$ cat config.mk
export PLATFORM = sky130hd
export DESIGN_NAME = tile_renderer_flat
export DESIGN_NICKNAME = d
export VERILOG_FILES = /design/src/rtl/tile_renderer_pkg.sv /design/src/rtl/tile_renderer_if.sv /design/src/rtl/tile_axis_counter.sv /design/src/rtl/tile_renderer.sv /design/src/flat_wrapper.sv
export SDC_FILE = /design/constraint.sdc
export NUM_CORES = 1
export LEC_CHECK = 0
export ABC_CLOCK_PERIOD_IN_PS = 7340
export BUFFER_PORTS_ARGS = -buffer_cell sky130_fd_sc_hd__buf_2
export CAP_MARGIN = 20
export CORE_MARGIN = 1.5
export CORE_UTILIZATION = 55
export DETAILED_ROUTE_END_ITERATION = 7
export PLACE_DENSITY_LB_ADDON = 0.15
export SLEW_MARGIN = 30
export SYNTH_ARGS = -nofsm -noshare
export SYNTH_HDL_FRONTEND = slang
export SYNTH_SLANG_ARGS = --single-unit
$ cat constraint.sdc
create_clock -name clk -period 7.34 [get_ports clk]
set_clock_uncertainty 0.05 [all_clocks]
set_input_delay 1.468 -clock clk [delete_from_list [all_inputs] [get_ports clk]]
set_output_delay 1.468 -clock clk [all_outputs]
set_load 0.03 [all_outputs]
$ cat src/rtl/tile_renderer_pkg.sv
// Shared types and constants for the tile-grid pixel generator.
package tile_renderer_pkg;

    localparam logic [7:0] BLK = 8'h00;
    localparam logic [7:0] WHT = 8'hff;
    localparam logic [7:0] RED = 8'he0;
    localparam logic [7:0] BLU = 8'h03;

    typedef enum logic [1:0] {
        MODE_WRAP    = 2'd0,
        MODE_BOUNCE  = 2'd1,
        MODE_SPRITE  = 2'd2,
        MODE_OVERLAY = 2'd3
    } mode_e;

    typedef enum logic [1:0] {
        ST_WRAP     = 2'd0,
        ST_BOUNCE_R = 2'd1,
        ST_BOUNCE_L = 2'd2
    } bar_state_e;

endpackage

$ cat src/rtl/tile_renderer_if.sv
// Raster-in / pixel-out bundle between the sync counters, tile memory and DAC registers.
// Streaming, no backpressure: hc/vc advance every clk; addr, color and de follow at fixed latency.
interface tile_renderer_if
    import tile_renderer_pkg::*;
#(
    parameter int ADDR_W = 16,
    parameter int SPD_W  = 4,
    parameter int POS_W  = 5
) ();

    logic [9:0]        hc;
    logic [9:0]        vc;
    logic              frame_tick;
    logic [1:0]        mode;
    logic [SPD_W-1:0]  speed;
    logic [7:0]        bar_color;
    logic [7:0]        bg_color;
    logic [7:0]        tile_data;
    logic [ADDR_W-1:0] addr;
    logic              de;
    logic [7:0]        color;
    logic [POS_W-1:0]  bar_pos;
    bar_state_e        bar_state;

    modport master (
        output hc, vc, frame_tick, mode, speed, bar_color, bg_color, tile_data,
        input  addr, de, color, bar_pos, bar_state
    );

    modport slave (
        input  hc, vc, frame_tick, mode, speed, bar_color, bg_color, tile_data,
        output addr, de, color, bar_pos, bar_state
    );

endinterface

$ cat src/rtl/tile_axis_counter.sv
// Divider-free pixel-to-tile index: a sub-tile counter that bumps the tile index every TILE steps.
// idx_o is the next-state value, so it is valid for the raster position sampled this clk.
module tile_axis_counter #(
    parameter int TILE = 20,
    parameter int N    = 32,
    localparam int W   = (N > 1) ? $clog2(N) : 1
) (
    input  logic         clk,
    input  logic         rst_n,
    input  logic         clear_i,
    input  logic         step_i,
    output logic [W-1:0] idx_o
);

    localparam int SW = (TILE > 1) ? $clog2(TILE) : 1;
    localparam logic [SW-1:0] SUB_LAST = SW'(TILE - 1);

    logic [SW-1:0] sub_q, sub_d;
    logic [W-1:0]  idx_q, idx_d;

    always_comb begin
        sub_d = sub_q;
        idx_d = idx_q;
        if (clear_i) begin
            sub_d = '0;
            idx_d = '0;
        end else if (step_i) begin
            if (sub_q == SUB_LAST) begin
                sub_d = '0;
                idx_d = idx_q + 1'b1;
            end else begin
                sub_d = sub_q + 1'b1;
            end
        end
    end

    always_ff @(posedge clk) begin
        if (!rst_n) begin
            sub_q <= '0;
            idx_q <= '0;
        end else begin
            sub_q <= sub_d;
            idx_q <= idx_d;
        end
    end

    assign idx_o = idx_d;

endmodule

$ cat src/rtl/tile_renderer.sv
// Tile-grid pixel generator: tile address at +1 clk, colour/de registered at +3 clk,
// with an animated bar column whose motion only changes on frame_tick.
module tile_renderer
    import tile_renderer_pkg::*;
#(
    parameter int         H_ACTIVE    = 640,
    parameter int         V_ACTIVE    = 480,
    parameter int         TILE        = 20,
    parameter int         ADDR_W      = 16,
    parameter int         SPD_W       = 4,
    parameter logic [7:0] TRANSPARENT = 8'h00
) (
    input logic             clk,
    input logic             rst_n,
    tile_renderer_if.slave  bus
);

    localparam int HBLK  = H_ACTIVE / TILE;
    localparam int VBLK  = V_ACTIVE / TILE;
    localparam int POS_W = $clog2(HBLK);
    localparam logic [POS_W-1:0] POS_LAST = POS_W'(HBLK - 1);
    localparam logic [POS_W-1:0] POS_PEN  = POS_W'(HBLK - 2);

    logic [$clog2(HBLK)-1:0] tx;
    logic [$clog2(VBLK)-1:0] ty;
    logic                    active;
    logic                    hit;

    logic [ADDR_W-1:0] addr_q, addr_d;
    logic              act1_q, hit1_q, act2_q, hit2_q;
    logic [7:0]        color_q, color_d;
    logic              de_q;
    logic [7:0]        bar_px;

    bar_state_e        state_q, state_d, eff;
    mode_e             mode_q, mode_d;
    logic [POS_W-1:0]  pos_q, pos_d;
    logic [SPD_W-1:0]  div_q, div_d;
    logic              step_en;

    tile_axis_counter #(.TILE(TILE), .N(HBLK)) u_x (
        .clk    (clk),
        .rst_n  (rst_n),
        .clear_i(bus.hc == 10'd0),
        .step_i (1'b1),
        .idx_o  (tx)
    );

    // Rows move once per line; only the first line of a frame realigns them.
    tile_axis_counter #(.TILE(TILE), .N(VBLK)) u_y (
        .clk    (clk),
        .rst_n  (rst_n),
        .clear_i((bus.hc == 10'd0) && (bus.vc == 10'd0)),
        .step_i (bus.hc == 10'd0),
        .idx_o  (ty)
    );

    assign active = (int'(bus.hc) < H_ACTIVE) && (int'(bus.vc) < V_ACTIVE);
    assign hit    = (tx == pos_q);
    assign addr_d = active ? ADDR_W'(int'(ty) * HBLK + int'(tx)) : '0;
    assign bar_px = hit2_q ? bus.bar_color : bus.bg_color;

    always_comb begin
        color_d = 8'h00;
        if (act2_q) begin
            case (mode_q)
                MODE_WRAP, MODE_BOUNCE: color_d = bar_px;
                MODE_SPRITE:            color_d = bus.tile_data;
                default:                color_d = (bus.tile_data != TRANSPARENT) ? bus.tile_data : bar_px;
            endcase
        end
    end

    always_ff @(posedge clk) begin
        if (!rst_n) begin
            addr_q  <= '0;
            act1_q  <= 1'b0;
            hit1_q  <= 1'b0;
            act2_q  <= 1'b0;
            hit2_q  <= 1'b0;
            color_q <= 8'h00;
            de_q    <= 1'b0;
        end else begin
            addr_q  <= addr_d;
            act1_q  <= active;
            hit1_q  <= hit;
            act2_q  <= act1_q;
            hit2_q  <= hit1_q;
            color_q <= color_d;
            de_q    <= act2_q;
        end
    end

    // The new mode picks the motion state first; a step in the same tick uses that state.
    always_comb begin
        state_d = state_q;
        pos_d   = pos_q;
        div_d   = div_q;
        mode_d  = mode_q;
        eff     = state_q;
        step_en = 1'b0;
        if (bus.frame_tick) begin
            mode_d = mode_e'(bus.mode);
            case (mode_d)
                MODE_BOUNCE: if (state_q == ST_WRAP) eff = (pos_q == POS_LAST) ? ST_BOUNCE_L : ST_BOUNCE_R;
                MODE_SPRITE: eff = state_q;
                default:     eff = ST_WRAP;
            endcase
            state_d = eff;
            if (div_q == bus.speed) begin
                div_d   = '0;
                step_en = 1'b1;
            end else if (div_q > bus.speed) begin
                div_d = '0;
            end else begin
                div_d = div_q + 1'b1;
            end
            if (step_en) begin
                case (eff)
                    ST_WRAP: pos_d = (pos_q == POS_LAST) ? '0 : pos_q + 1'b1;
                    ST_BOUNCE_R: begin
                        pos_d = pos_q + 1'b1;
                        if (pos_q == POS_PEN) state_d = ST_BOUNCE_L;
                    end
                    ST_BOUNCE_L: begin
                        pos_d = pos_q - 1'b1;
                        if (pos_q == POS_W'(1)) state_d = ST_BOUNCE_R;
                    end
                    default: state_d = ST_WRAP;
                endcase
            end
        end
    end

    always_ff @(posedge clk) begin
        if (!rst_n) begin
            state_q <= ST_WRAP;
            mode_q  <= MODE_WRAP;
            pos_q   <= '0;
            div_q   <= '0;
        end else begin
            state_q <= state_d;
            mode_q  <= mode_d;
            pos_q   <= pos_d;
            div_q   <= div_d;
        end
    end

    assign bus.addr      = addr_q;
    assign bus.color     = color_q;
    assign bus.de        = de_q;
    assign bus.bar_pos   = pos_q;
    assign bus.bar_state = state_q;

endmodule
$ cat src/flat_wrapper.sv
// flat-port wrapper written by rule: the top's interface ports become plain ports
module tile_renderer_flat import tile_renderer_pkg::*;
#(
    parameter int         H_ACTIVE    = 640,
    parameter int         V_ACTIVE    = 480,
    parameter int         TILE        = 20,
    parameter int         ADDR_W      = 16,
    parameter int         SPD_W       = 4,
    parameter logic [7:0] TRANSPARENT = 8'h00
)
  (clk, rst_n, bus_hc, bus_vc, bus_frame_tick, bus_mode, bus_speed, bus_bar_color, bus_bg_color, bus_tile_data, bus_addr, bus_de, bus_color, bus_bar_pos, bus_bar_state);
  tile_renderer_if #(.ADDR_W(ADDR_W), .SPD_W(SPD_W)) bus_i ();
  input logic clk;
  input logic rst_n;
  input wire logic [$bits(bus_i.hc)-1:0] bus_hc;
  input wire logic [$bits(bus_i.vc)-1:0] bus_vc;
  input wire logic [$bits(bus_i.frame_tick)-1:0] bus_frame_tick;
  input wire logic [$bits(bus_i.mode)-1:0] bus_mode;
  input wire logic [$bits(bus_i.speed)-1:0] bus_speed;
  input wire logic [$bits(bus_i.bar_color)-1:0] bus_bar_color;
  input wire logic [$bits(bus_i.bg_color)-1:0] bus_bg_color;
  input wire logic [$bits(bus_i.tile_data)-1:0] bus_tile_data;
  output wire logic [$bits(bus_i.addr)-1:0] bus_addr;
  output wire logic [$bits(bus_i.de)-1:0] bus_de;
  output wire logic [$bits(bus_i.color)-1:0] bus_color;
  output wire logic [$bits(bus_i.bar_pos)-1:0] bus_bar_pos;
  output wire logic [$bits(bus_i.bar_state)-1:0] bus_bar_state;
  assign bus_i.hc = bus_hc;
  assign bus_i.vc = bus_vc;
  assign bus_i.frame_tick = bus_frame_tick;
  assign bus_i.mode = bus_mode;
  assign bus_i.speed = bus_speed;
  assign bus_i.bar_color = bus_bar_color;
  assign bus_i.bg_color = bus_bg_color;
  assign bus_i.tile_data = bus_tile_data;
  assign bus_addr = bus_i.addr;
  assign bus_de = bus_i.de;
  assign bus_color = bus_i.color;
  assign bus_bar_pos = bus_i.bar_pos;
  assign bus_bar_state = bus_i.bar_state;
  tile_renderer #(.H_ACTIVE(H_ACTIVE), .V_ACTIVE(V_ACTIVE), .TILE(TILE), .ADDR_W(ADDR_W), .SPD_W(SPD_W), .TRANSPARENT(TRANSPARENT)) u_core (.clk(clk), .rst_n(rst_n), .bus(bus_i));
endmodule
# Word level (Yosys, flattened, before mapping)
# Index checks and enable logic that the tools add are counted.
dict set report totals {
  output_inout_bits 32
  regBits 62
  elab_cells 78
  in_bits 53
}
dict set report op_classes {
  eq_ne 13
  reduce_logical 15
  mux 23
  bitwise_logic 1
  order_cmp 3
  n_addsub 8
}
# cell count
set op_table {}
lappend op_table {{$mux W5} 7}
lappend op_table {{$add A5 B1 Y5 const B} 5}
lappend op_table {{$eq A5 B5 Y1 const B} 4}
lappend op_table {{$logic_not A10 Y1} 2}
lappend op_table {{$mux W8} 2}
lappend op_table {{$pmux W8 S2} 1}
lappend op_table {{$pmux W5 S3} 1}
lappend op_table {{$mux W2} 6}
lappend op_table {{$add A10 B5 Y11} 1}
lappend op_table {{$lt A10 B10 Y1 const B} 1}
lappend op_table {{$lt A10 B9 Y1 const B} 1}
lappend op_table {{$mux W4} 2}
lappend op_table {{$reduce_bool A8 Y1} 1}
lappend op_table {{$eq A2 B1 Y1 const B} 3}
lappend op_table {{$eq A2 B2 Y1 const B} 3}
lappend op_table {{$logic_not A2 Y1} 3}
lappend op_table {{$pmux W2 S3} 1}
lappend op_table {{$eq A5 B1 Y1 const B} 1}
lappend op_table {{$eq A5 B5 Y1} 1}
lappend op_table {{$sub A5 B1 Y5 const B} 1}
lappend op_table {{$add A4 B1 Y4 const B} 1}
lappend op_table {{$eq A4 B4 Y1} 1}
lappend op_table {{$gt A4 B4 Y1} 1}
lappend op_table {{$pmux W2 S2} 1}
lappend op_table {{other kinds (8)} 12}

# Logic depth before layout (Yosys ltp)
# Gate-level depths: netlist (run 1).
dict set report depth {
  ltp_word 8
  depth_mapped 14
}

# Hierarchy
# Synthesis (run 1) repeated with hierarchy kept, for this count alone.
dict set report hier_totals {
  cells_unflattened 360
  area_unflattened_um2 3180.6
}
# mod n_inst cells_each area_each_um2
set modules_own_cells {}
lappend modules_own_cells {tile_renderer 1 234 2049.5}
lappend modules_own_cells {tile_axis_counter 2 63 565.5}

# Least setup slack after synthesis (run 1)
# OpenSTA, ideal clock, no wires.
dict set report synth_path {
  kind {input to register}
  from {input bus_mode[0]}
  to {register u_core.pos_q[3] (netlist: u_core.bus.bar_pos[3])}
  path_stages 11
  arrival_time_ns 2.955
  path_buffers 0
  required_time_ns 7.166
  slack_ns 4.210
  cell_sequence {inv_1 > ha_1 > o21ai_0 > a21o_1 > inv_1 > ha_1 > a32o_1 > o21ai_0 > a21oi_1 > a31oi_1 > a21oi_1}
}
dict set report synth_between {
  elab_chain_cells 6
  word_cells_on_any_way 10
  classes_between {eq/ne (4); mux (3); reduce/logical (3)}
}
# item line_no
set synth_rtl {}
lappend synth_rtl {{start: declaration} flat_wrapper.sv:18} ;# input wire logic [$bits(bus_i.mode)-1:0] bus_mode;
lappend synth_rtl {{$eq A2 B2 Y1 / $eq A2 B1 Y1 (equally long branches)} tile_renderer.sv:104} ;# case (mode_d)
lappend synth_rtl {{$pmux W2 S2 (*)} tile_renderer.sv:104}
lappend synth_rtl {{$mux W2 (*)} tile_renderer.sv:102} ;# if (bus.frame_tick) begin
lappend synth_rtl {{$eq A2 B1 Y1 (tied with other cells)} tile_renderer.sv:119} ;# case (eff)
lappend synth_rtl {{$reduce_bool A3 Y1 (no source line)} -}
lappend synth_rtl {{$reduce_and A3 Y1 (no source line)} -}
lappend synth_rtl {{end signal: assignment} tile_renderer.sv:144} ;# pos_q <= pos_d;
lappend synth_rtl {{end: declaration} tile_renderer.sv:37} ;# logic [POS_W-1:0] pos_q, pos_d;
# Mark *: on every way between the ends. The rest lies on a longest branch, timed or not. The select of a mux whose other input is x is not followed.
# A chain may end at the register's enable or synchronous reset.

# Final worst setup path (run 1)
dict set report layout_path {
  from {input bus_mode[1]}
  to {register u_core.pos_q[3] (netlist: u_core.bus.bar_pos[3])}
}
# Same word-level chain as after synthesis.

==> metrics.txt, run 1 <==
DRC Markers=0; max-slew violations=0; initial antenna violation count=0; final WL=5790 µm; Hold Buf Count CTS=0; GR Overflow Total=0; status=completed; data required time of the worst path=7530 ps; Fmax=311 MHz; hold path depth=1; capturing element type of the critical path=flop; cell family with most CP delay=compound AO/OA/AOI/OAI gates; Rows=26; Slowest-stage cell, CP=ha_1; worst ir drop on vdd=159 µV; CP max FO=7; Hold WC Path Type=reg2reg; WP data arrival=3410 ps; CTS tree=yes; crit path buf inv count=3; Area Growth Syn to Fin=16.9%; ys flop type=dfxtp_1; Tot GR Track Use=20.9%; drt wl/cell=12.1 µm; Placer Congestion=0.845; Core Box Area=0.00511 mm²; CTS root buf=clkbuf_8; Cells after Synth=337; Max Cap Viol=0; die area=0.00575 mm²; pin count of the biggest net entering global routing=22; Hold Path Origin=u_core.act1_q; Die Ht=75.8 µm; post-synth cell types=50; CTS H-tree lvls=2; DRT Pass-1 Iters=4; Reg-to-Reg Start=u_core.bus.bar_pos[1]; CP Cell Sequence=buf_2 > inv_1 > ha_1 > nand3b_1 > a21o_1 > inv_1 > ha_1 > nand3_1 > o211ai_1 > o21ai_0 > a21oi_1 > a31oi_1 > a21oi_1; Vias=2555; Worst-Skew Late Latency=310 ps; r2r setup slk=4440 ps; fin nets=482; Clock Path Buffers=2; # IOs=85; IO Port Bufs=78; # diodes=0; Starting Density=57.1%; fin util=66.7%; period utilization=43.9%; post-synthesis sequential area ratio=38.5%; first-pass GRT wire length=9390 µm; Final Hold Viols=0; worst r2r dst=u_core.bus.bar_pos[3]; Vias per Instance=5.32; Avg Inst Size Synth=8.65 µm²; RSZ-0062 raised after global routing=no; power per cell area=161 mW/mm²; asr flop ratio synth=0%; crit path kind=in2reg; final setup vio count=0; TritonCTS buffer count=5; Post-CTS Setup Inserts=0; die width=75.8 µm; Post-synth EDFFs=0; Worst R2R Path Depth=14; synth warn=0; iteration-0 DRC count of the detailed router=79; post-cts gate resize count=0; number of global-route vias before repair=2218; DP HPWL=4300 µm; slowest stage delay, CP=290 ps; ANT nets after route=0; CTS sink count=56; Total Negative Setup Slacks=0 ps; Yosys reg bits=56; min cycle time layout=3220 ps; Clock transition at path regs=100 ps; total power=550 µW; layout cells sized above 1=23.4%; Synth Cell Area=0.00292 mm²; Hold Crit Endpoint=u_core.act2_q; CP Launch Type=input port; Pleak=0.00152 µW
==> cells in the mapped netlist, drive strengths merged, types with 2 or more instances <==
cell type / number / area (µm²)
nand3: 10 / 50.1
or4: 4 / 30.0
dfxtp: 56 / 1120
nand2: 21 / 78.8
a31oi: 2 / 12.5
and3: 2 / 12.5
and2: 3 / 18.8
mux2: 8 / 90.1
a211oi: 2 / 15.0
nor2b: 6 / 37.5
nor4: 3 / 18.8
clkbuf: 10 / 37.5
nor2: 49 / 184
nor3b: 3 / 22.5
buf: 8 / 53.8
xnor2: 9 / 78.8
nand4: 10 / 62.6
mux2i: 6 / 63.8
o41ai: 2 / 17.5
a21oi: 12 / 60.1
ha: 20 / 250
xor2: 9 / 86.3
nand2b: 4 / 25.0
nor3: 8 / 40.0
o21a: 2 / 15.0
a21boi: 6 / 45.0
nand3b: 4 / 30.0
a22oi: 10 / 75.1
inv: 16 / 60.1
o21ai: 17 / 85.1
==> worst reg2reg max path: cells and delay by family (launching register included) <==
kind	cells	cell delay (ps)
AOI/OAI and AO/OA	6	960
adders and majority gates	3	770
buffers and inverters	2	220
DFF	1	440
and+or+nand+nor	3	400
==> metrics by stage <==
stage	setup WS, ps	hold WS (ps)	cell area (µm²)	instances
2_1_floorplan	4210	362	2930	342
3_3_place_gp	4000	363	3320	472
3_5_place_dp	3870	370	3320	472
4_1_cts	4200	396	3410	480
5_1_grt	3980	436	3410	480
6_report	4120	393	3410	480
==> state kept, by name, summed over array words and instances (netlist names) <==
| name | cells |
|---|---|
| u_core.bus.addr | 10 |
| u_core.bus.color | 8 |
| u_core.bus.bar_pos | 5 |
| u_core.u_x.idx_q | 5 |
| u_core.u_x.sub_q | 5 |
| u_core.u_y.idx_q | 5 |
| u_core.u_y.sub_q | 5 |
| u_core.div_q | 4 |
| u_core.bus.bar_state | 2 |
| u_core.mode_q | 2 |
| u_core.act1_q | 1 |
| u_core.act2_q | 1 |
| u_core.bus.de | 1 |
| u_core.hit1_q | 1 |
| u_core.hit2_q | 1 |
==> power breakdown <==
part,switching [µW],internal [µW]
logic,36.2,30.3
clock network,98.3,68.3
registers,6.85,310
total,141,408
==> worst max path at each step <==
stage | endpoint | start | cells after the start | slack (ps)
global route | u_core.bus.bar_pos[3] | bus_mode[0] | 13 | 3980
floorplan | u_core.bus.bar_pos[3] | bus_mode[0] | 11 | 4210
CTS | u_core.bus.bar_pos[3] | bus_mode[1] | 12 | 4200
global placement | u_core.bus.bar_pos[3] | bus_mode[1] | 12 | 4000
detailed placement | u_core.bus.bar_pos[3] | bus_mode[1] | 12 | 3870
finish | u_core.bus.bar_pos[3] | bus_mode[1] | 13 | 4120
==> layout by cell type (no fill, tap or decap), types with 5 or more instances in the layout <==
master,netlist,routed
nor2b_1,6,6
mux2i_1,5,5
a21boi_0,6,6
a21oi_1,12,12
nor3_1,8,8
nor2_1,49,49
nand2_1,21,21
o21ai_0,16,16
a22oi_1,10,10
dfxtp_1,56,56
nand4_1,10,10
buf_2,1,78
ha_1,20,20
xor2_1,8,8
mux2_2,8,8
nand3_1,10,10
conb_1,1,6
inv_1,16,16
xnor2_1,9,9
clkbuf_8,0,5
==> cell families after synthesis <==
kind of cell | count (synthesis) | synth area share (%)
compound gates | 60 | 13.3
simple gates | 134 | 23.3
fa+ha+maj | 20 | 8.58
mux | 14 | 5.28
other cells | 1 | 0.129
flops | 56 | 38.5
buf+inv | 34 | 5.19
xor+xnor | 18 | 5.67
==> metal layers <==
| layer | vias to the layer above | part of all wire, % | global-route usage [%] |
|---|---|---|---|
| met3 | 4 | 5.7 | 4.23 |
| met5 | - | 0 | 0 |
| met2 | 75 | 46 | 35.0 |
| met1 | 1161 | 47 | 27.5 |
| met4 | 0 | 0.83 | 5.75 |
| li1 | 1315 | - | - |
==> cell type report <==
cell class,instances,area (µm²)
multi-input cells,252,1660
inverters,16,60.1
well taps,70,87.6
clock buffers,6,72.6
repair buffers,78,390
fillers,432,1700
flip-flops and latches,56,1120
clock inverters,2,13.8
Note: power is estimated with default switching activity, not from simulation.
==> inputs of run 2 (changes only) <==
Settings changed: ABC_CLOCK_PERIOD_IN_PS 7340 to 2740, CORE_UTILIZATION 55 to 47.
Clock period 7.34 ns to 2.74 ns, I/O delays scaled along.
==> metrics.txt, run 2 (synthesized netlist as in run 1, its figures left out) <==
die width=81.8 µm; TritonCTS buffer count=5; Post-CTS Setup Inserts=0; Slowest-stage cell, CP=dfxtp_1; first-pass GRT wire length=9560 µm; power per cell area=429 mW/mm²; Area Growth Syn to Fin=18.8%; number of global-route vias before repair=2247; slowest stage delay, CP=330 ps; GR Overflow Total=0; CTS H-tree lvls=2; CTS sink count=56; drt wl/cell=12.3 µm; max-slew violations=0; CTS tree=yes; Hold WC Path Type=reg2reg; CP Launch Type=flop; iteration-0 DRC count of the detailed router=85; Pleak=0.00154 µW; die area=0.00668 mm²; data required time of the worst path=2940 ps; DRC Markers=0; layout cells sized above 1=25.3%; final WL=6030 µm; CTS root buf=clkbuf_8; ANT nets after route=0; final setup vio count=0; DP HPWL=4590 µm; dpl ws=144 ps; min cycle time layout=2560 ps; crit path kind=reg2reg; fin nets=487; most common cell after layout, fill and taps aside=buf_2; Die Ht=81.8 µm; Total Negative Setup Slacks=0 ps; worst ir drop on vdd=201 µV; RSZ-0062 raised after global routing=no; period utilization=93.5%; most frequent cells in the layout=78 x buf_2, 56 x dfxtp_1, 49 x nor2_1; Clock Path Buffers=2; DRT Pass-1 Iters=5; CP max FO=7; Worst-Skew Late Latency=310 ps; Tot GR Track Use=18.0%; Setup WS post-layout=178 ps; Final Hold Viols=0; Placer Congestion=0.894; Core Box Area=0.00596 mm²; cell family with most CP delay=compound AO/OA/AOI/OAI gates; # IOs=85; Max Cap Viol=0; Fmax=390 MHz; Starting Density=48.9%; Rows=28; max FFs per register=10; Vias per Instance=5.33; Vias=2610; pin count of the biggest net entering global routing=22; IO Port Bufs=78; capturing element type of the critical path=flop; initial antenna violation count=0; # diodes=0; Clock transition at path regs=100 ps; CP Cell Sequence=ha_1 > and3_1 > ha_1 > inv_1 > nand3b_1 > a21o_1 > inv_1 > ha_2 > nand3_1 > o211ai_1 > o21ai_0 > a21oi_1 > a31oi_1 > a21oi_1; crit path buf inv count=2; WP data arrival=2760 ps; status=completed
## run 2: changes by cell type in the layout (fill, tap and decap cells not counted), sizes merged
cell and delta:
buf +5, clkbuf -1, clkinvlp +1
## run 2: final cells by class
type                    count  area [µm²]
clock buffers               5        68.8
clock inverters             3        21.3
fillers                   540        2490
inverters                  16        60.1
multi-input cells         252        1670
flip-flops and latches     56        1120
well taps                  75        93.8
repair buffers             83         428
## run 2: stage by stage
step | instance area, µm² | utilization, % | total power [µW] | hold WS, ps | cells
6_report | 3460 | 58.2 | 1490 | 392 | 490
4_1_cts | 3450 | 58.0 | 1500 | 394 | 490
3_3_place_gp | 3360 | 56.5 | 1040 | 369 | 482
3_5_place_dp | 3360 | 56.5 | 1050 | 376 | 482
5_1_grt | 3460 | 58.2 | 1560 | 414 | 490
2_1_floorplan | 2930 | - | 987 | 362 | 342
## run 2: final timing paths
check | endpoint | depth (start not counted) | startpoint | slack (ps)
worst max-delay path | u_core.bus.bar_pos[3] | 14 | u_core.bus.bar_pos[0] | 180
worst min-delay path | u_core.act2_q | 1 | u_core.act1_q | 390
worst max register to register | u_core.bus.bar_pos[3] | 14 | u_core.bus.bar_pos[0] | 180
worst min register to register | u_core.act2_q | 1 | u_core.act1_q | 390
## run 2: what timing repair did
item / in CTS / in global routing
hold buffers: 0 / 0
setup endpoints to repair: 0 / 5
gates resized for setup: 0 / 3
## run 2: report_power, final
group	switching [µW]	leakage (µW)	internal, µW
Sequential	14.9	0.000454	830
Combinational	103	0.00105	83.8
Clock	273	0.0000445	182
Total	391	0.00154	1100
## run 2: layer usage
layer / up-vias / wire [µm] / track usage [%]
li1: 1324 / - / -
met1: 1200 / 2790 / 23.0
met2: 80 / 2800 / 30.5
met3: 6 / 371 / 4.11
met4: 0 / 59 / 4.92
met5: - / 0 / 0
